<file path="src/rtl/mq_pkg.sv">
// Shared types for the MQ-coder CU output path: record layout and flush FSM states.
// Latency: n/a (types and constants only).
// Backpressure: n/a.
package mq_pkg;

  // Default width of the shifted C/CT field carried from CU to BO.
  localparam int MQ_CW = 44;

  // One CU record as it travels to the byte-out stage; field order is the wire order.
  typedef struct packed {
    logic [1:0]       carry;
    logic [1:0]       renor;
    logic [MQ_CW-1:0] cshift;
    logic             addb;
    logic             rst_bo;
    logic             flush_bo;
  } mq_cu_rec_t;

  localparam int MQ_REC_W = $bits(mq_cu_rec_t);

  // RUN: accepting records. DRAIN: a flush record is queued and input is held off.
  typedef enum logic {
    RUN   = 1'b0,
    DRAIN = 1'b1
  } mq_cu_fsm_t;

endpackage

</file>
<file path="src/rtl/mq_sync_fifo.sv">
// Generic synchronous FIFO with occupancy count and full/empty flags.
// Latency: a push is visible on pop_data the cycle after it is written; no bypass.
// Backpressure: push is ignored when full, pop is ignored when empty.
module mq_sync_fifo #(
  parameter int WIDTH = 8,
  parameter int DEPTH = 4,
  localparam int AW    = (DEPTH > 1) ? $clog2(DEPTH) : 1,
  localparam int CNT_W = $clog2(DEPTH + 1)
) (
  input  logic             clk,
  input  logic             rst,
  input  logic             push,
  input  logic [WIDTH-1:0] push_data,
  input  logic             pop,
  output logic [WIDTH-1:0] pop_data,
  output logic [CNT_W-1:0] count,
  output logic             full,
  output logic             empty
);

  logic [WIDTH-1:0] mem [DEPTH];
  logic [AW-1:0]    wr_ptr;
  logic [AW-1:0]    rd_ptr;
  logic             do_push;
  logic             do_pop;

  assign full     = (count == CNT_W'(DEPTH));
  assign empty    = (count == '0);
  assign do_push  = push & ~full;
  assign do_pop   = pop & ~empty;
  assign pop_data = mem[rd_ptr];

  // Storage array: written on accepted push only; contents need no reset.
  always_ff @(posedge clk) begin
    if (do_push) begin
      mem[wr_ptr] <= push_data;
    end
  end

  // Pointers wrap naturally because DEPTH is a power of two; count tracks occupancy.
  always_ff @(posedge clk) begin
    if (rst) begin
      wr_ptr <= '0;
      rd_ptr <= '0;
      count  <= '0;
    end else begin
      if (do_push) begin
        wr_ptr <= wr_ptr + 1'b1;
      end
      if (do_pop) begin
        rd_ptr <= rd_ptr + 1'b1;
      end
      case ({do_push, do_pop})
        2'b10:   count <= count + 1'b1;
        2'b01:   count <= count - 1'b1;
        default: count <= count;
      endcase
    end
  end

endmodule

</file>
<file path="src/rtl/mq_cu_elastic_stage.sv">
// Elastic CU->BO record buffer with flush ordering (no record may overtake a queued flush).
// Latency: 1 cycle from accepted push to out_valid; no same-cycle bypass.
// Backpressure: in_ready drops when full or while a flush record is still queued.
module mq_cu_elastic_stage
  import mq_pkg::*;
#(
  parameter int CW          = MQ_CW,
  parameter int DEPTH       = 4,
  parameter int FLUSH_BLOCK = 1,
  localparam int CNT_W      = $clog2(DEPTH + 1)
) (
  input  logic             clk,
  input  logic             rst,
  input  logic             in_valid,
  output logic             in_ready,
  input  logic [1:0]       in_carry,
  input  logic [1:0]       in_renor,
  input  logic [CW-1:0]    in_cshift,
  input  logic             in_addb,
  input  logic             in_rst_cu,
  input  logic             in_flush_cu,
  output logic             out_valid,
  input  logic             out_ready,
  output logic [1:0]       out_carry,
  output logic [1:0]       out_renor,
  output logic [CW-1:0]    out_cshift,
  output logic             out_addb,
  output logic             out_rst_bo,
  output logic             out_flush_bo,
  output logic [CNT_W-1:0] count,
  output logic             draining
);

  // Same layout as mq_cu_rec_t, but sized by this instance's CW.
  typedef struct packed {
    logic [1:0]    carry;
    logic [1:0]    renor;
    logic [CW-1:0] cshift;
    logic          addb;
    logic          rst_bo;
    logic          flush_bo;
  } rec_t;

  rec_t       wr_rec;
  rec_t       rd_rec;
  rec_t       head;
  logic       push;
  logic       pop;
  logic       full;
  logic       empty;
  mq_cu_fsm_t state;
  mq_cu_fsm_t state_nxt;

  assign wr_rec = '{carry: in_carry, renor: in_renor, cshift: in_cshift,
                    addb: in_addb, rst_bo: in_rst_cu, flush_bo: in_flush_cu};

  assign draining  = (state == DRAIN);
  assign in_ready  = ~full & ~draining;
  assign out_valid = ~empty;
  assign push      = in_valid & in_ready;
  assign pop       = out_valid & out_ready;

  mq_sync_fifo #(
    .WIDTH ($bits(rec_t)),
    .DEPTH (DEPTH)
  ) u_fifo (
    .clk       (clk),
    .rst       (rst),
    .push      (push),
    .push_data (wr_rec),
    .pop       (pop),
    .pop_data  (rd_rec),
    .count     (count),
    .full      (full),
    .empty     (empty)
  );

  // Flush FSM state register.
  always_ff @(posedge clk) begin
    if (rst) begin
      state <= RUN;
    end else begin
      state <= state_nxt;
    end
  end

  // Enter DRAIN when a flush is accepted; leave once BO has taken that flush record.
  always_comb begin
    state_nxt = state;
    case (state)
      RUN: begin
        if ((FLUSH_BLOCK != 0) && push && in_flush_cu) begin
          state_nxt = DRAIN;
        end
      end
      DRAIN: begin
        if (pop && rd_rec.flush_bo) begin
          state_nxt = RUN;
        end
      end
      default: state_nxt = RUN;
    endcase
  end

  // Zero all data fields when nothing valid is presented so BO never sees stale storage.
  always_comb begin
    head = '0;
    if (out_valid) begin
      head = rd_rec;
    end
  end

  assign out_carry    = head.carry;
  assign out_renor    = head.renor;
  assign out_cshift   = head.cshift;
  assign out_addb     = head.addb;
  assign out_rst_bo   = head.rst_bo;
  assign out_flush_bo = head.flush_bo;

endmodule

</file>
<file path="config.mk">
export PLATFORM = sky130hd
export DESIGN_NAME = mq_cu_elastic_stage
export DESIGN_NICKNAME = d
export VERILOG_FILES = /design/src/rtl/mq_pkg.sv /design/src/rtl/mq_sync_fifo.sv /design/src/rtl/mq_cu_elastic_stage.sv
export SDC_FILE = /design/constraint.sdc
export NUM_CORES = 1
export LEC_CHECK = 0
export BUFFER_PORTS_ARGS = -buffer_cell sky130_fd_sc_hd__buf_4
export CORE_MARGIN = 3
export CORE_UTILIZATION = 40
export DETAILED_ROUTE_END_ITERATION = 10
export SLEW_MARGIN = 20
export SYNTH_ARGS = -nofsm -noshare
export SYNTH_HDL_FRONTEND = slang
export SYNTH_SLANG_ARGS = --single-unit
</file>
<file path="constraint.sdc">
create_clock -name clk -period 2.2 [get_ports clk]
set_input_delay 0.11 -clock clk [delete_from_list [all_inputs] [get_ports clk]]
set_output_delay 0.11 -clock clk [all_outputs]
set_load 0.005 [all_outputs]
</file>
==> results.yml <==
timing:
  fmax_mhz: 467.2
  fin_skew_ns: 0.006329
  fin_setup_tns_ns: 0
  worst_slack_ns: 0.05954
  slew-limit-headroom_pct: 71.03
  setup-violations-final: 0
  tightest_slew_ns: 0.4291
  final-hold-violation-count: 0
  rsz0062_at_grt: "yes"
  period_share_pct: 97.29
  fin_crit_ns: 2.140
  drv_slew: 0
  hold_slack_ns: 0.03516
hold_path:
  holdPathEnd: "u_fifo.wr_ptr[1]"
  hp-class: "in -> reg"
  hold_start: "in_valid"
  hold_depth: 4
route:
  routed_wl_um: 15960
  drc_errors: 0
  ant_nets: 0
  drt_first_pass_iters: 4
  drtIter0Drc: 228
  viasPerCell: 4.866
  vias: 4151
  post_drt_wl_per_cell_um: 18.71
clock_tree:
  clock_latency_ns: 0.49
  cts_tree: "built"
  htreeDepth: 1
  numCtsBuffers: 24
  cts_root_buf: "clkbuf_16"
  clockBufferDepth: 3
  path_clk_slew_ns: 0.06
  numClockSinks: 214
grt:
  track_usage_pct: 14.06
  antenna_found_initial: 0
  overflow: 0
  grt_max_degree: 53
  grt_first_pass_wirelength_um: 24390
  first_global_vias: 4555
floorplan:
  core_sq_um: 20360
  rows: 52
  die_h_um: 150.3
  pin_count: 112
  die_w_um: 150.3
  start_util_pct: 40.91
  die_area_sq_um: 22590
synth:
  syn_inst: 384
  synthArstFlopShare_pct: 0
  synth_edf_count: 204
  synth_area_sq_um: 8330
  synth_top_flop_cell: "edfxtp_1"
  syn-num-nets: 445
  seq_area_frac_synth_pct: 75.94
  syn_area_per_cell_sq_um: 21.69
  synth_cell_type_count: 28
  synth_seq_cells: 214
  yosysWarnings: 0
job:
  cap_violations: 0
worst_setup_path:
  r2r_end: "u_fifo.count[2]"
  path_class: "reg -> out"
  worstPathCellList: "buf_12, mux4_1, and2_1, buf_4"
  worstPathBufferInverterCount: 2
  slowest_stage: "mux4_1"
  critical_path_arrival_ns: 2.03
  critPathTopFamily: "multiplexers"
  worstSetupStartpointType: "flop"
  rr_worst_depth: 9
  cp_max_fo: 26
  reg2reg_from: "u_fifo.count[2]"
  cp-end-kind: "primary output"
  slowest_delay_ns: 0.59
  r2r_slack_ns: 0.16
  cp.required_ns: 2.09
placement:
  placed_area_sq_um: 9529
  portBuffers: 111
  hpwl_um: 9117
  globalplace.congestion: 0.7345
  post-place-ws_ns: 0.06959
status:
  outcome: "complete, no violations"
power_and_ir_drop:
  pwr-share-clk_pct: 31.7
  p_sw_share_pct: 25.61
  p_int_mw: 9.236
  power.leakage_nw: 3.809
  switching_power_mw: 3.180
  combPwrFrac_pct: 27.9
  power-per-cell-area_nw_per_um2: 1142
  power_mw: 12.42
  seq_power_share_pct: 40.4
  ir_worst_vdd_v: 0.0006710
cells_and_area:
  fillers: 1615
  ff_latch_area_sq_um: 6335
  drive_gt1_share_pct: 34.13
  diodes: 0
  design_area_sq_um: 10870
  syn2layout_area_growth_pct: 30.50
  finalNetCount: 626
  multi_input_area_sq_um: 1876
-- cells in the final DEF (no fill, tap or decap), types with 5 or more instances in the layout --
cell / instances
and2_1: 51
buf_4: 118
clkbuf_16: 25
clkinv_1: 5
dfxtp_1: 5
dlygate4sd3_1: 52
edfxtp_1: 204
ha_1: 5
inv_1: 6
mux4_1: 24
mux4_2: 27
nor2_1: 8
-- per-stage QoR --
step	cells	util [%]
after detailed placement	757	46.79
final	853	53.39
after global placement	757	46.79
after CTS	853	53.29
after global routing	853	53.39
after floorplan	384	-
-- routing by layer --
layer  share of wire, %  global-route usage [%]  vias up
met5                  0                       0        -
met3                4.1                   2.468       33
met4                2.7                   4.117        0
met1                 41                   17.50     2093
li1                   -                       -     1923
met2                 53                   25.19      102
-- cell families (layout without fill, tap and decap cells) --
family | count (synthesis) | count (layout) | synth area share [%]
AO/OA/AOI/OAI | 11 | 11 | 0.8561
AND/OR/NAND/NOR | 72 | 72 | 5.167
adder cells (fa/ha/maj) | 6 | 6 | 0.9913
buffers and inverters | 26 | 225 | 1.757
flip-flops | 214 | 214 | 75.94
multiplexers | 51 | 51 | 14.87
XOR/XNOR | 4 | 4 | 0.4206
-- cells in the mapped netlist, drive strengths merged (2+ instances only) --
| cell type | number | area (sq um) |
|---|---|---|
| and3 | 4 | 25.02 |
| inv | 6 | 22.52 |
| clkbuf | 12 | 46.29 |
| edfxtp | 204 | 6126 |
| and2 | 51 | 319.1 |
| o21ai | 3 | 15.01 |
| mux4 | 51 | 1239 |
| buf | 8 | 77.57 |
| a21oi | 5 | 28.78 |
| nor2 | 8 | 30.03 |
| ha | 5 | 62.56 |
| xor2 | 3 | 26.28 |
| or3 | 2 | 12.51 |
| nand3 | 3 | 15.01 |
| dfxtp | 10 | 200.2 |
-- sequential cells by signal, summed over array words and instances, names as in the netlist, named ones only --
register / count
u_fifo.wr_ptr: 2
u_fifo.rd_ptr: 2
u_fifo.count: 3
u_fifo.mem: 204
draining: 1
-- power groups by stage --
stage / clock network, mW / logic [mW] / registers [mW]
after floorplan: 0 / 1.91 / 5.04
after global placement: 0 / 3.43 / 5.06
after detailed placement: 0 / 3.46 / 5.09
after CTS: 4.03 / 3.56 / 5.01
after global routing: 4.20 / 3.80 / 5.05
final: 3.93 / 3.46 / 5.02
-- cell type report --
cell class                      instances  share of cell area [%]
Clock buffer                           28                   5.858
Clock inverter                         16                   1.496
Inverter                                6                  0.2072
Multi-Input combinational cell        144                   17.25
Sequential cell                       214                   58.27
Tap cell                              270                   3.107
Timing Repair Buffer                  175                   13.81
-- timing repair --
action                                  in CTS  in global routing
buffers inserted                             0                  0
pin swaps                                    0                  1
gates resized for setup                      1                  7
hold buffers                                52                  0
endpoints found under the hold margin      214                  0
endpoints found under the setup margin       5                 13
-- how the worst max path moves through the flow --
stage | endpoint | cells past startpoint | slack [ns] | startpoint
after floorplan | u_fifo.count[2] | 9 | 0.14 | u_fifo.count[2]
after global placement | u_fifo.count[2] | 9 | 0.18 | u_fifo.count[2]
after detailed placement | u_fifo.count[2] | 9 | 0.07 | u_fifo.count[2]
after CTS | out_cshift[32] | 4 | 0.01 | flop
after global routing | out_cshift[32] | 4 | -0.02 | flop
final | out_cshift[32] | 4 | 0.06 | flop
-- tightest hold or removal path, cell delays in order --
cell,delay [ns]
buf_4,0.08
nand2b_1,0.07
o21ai_0,0.15
a21oi_1,0.06
No activity file was read; power rests on OpenSTA's default activity.
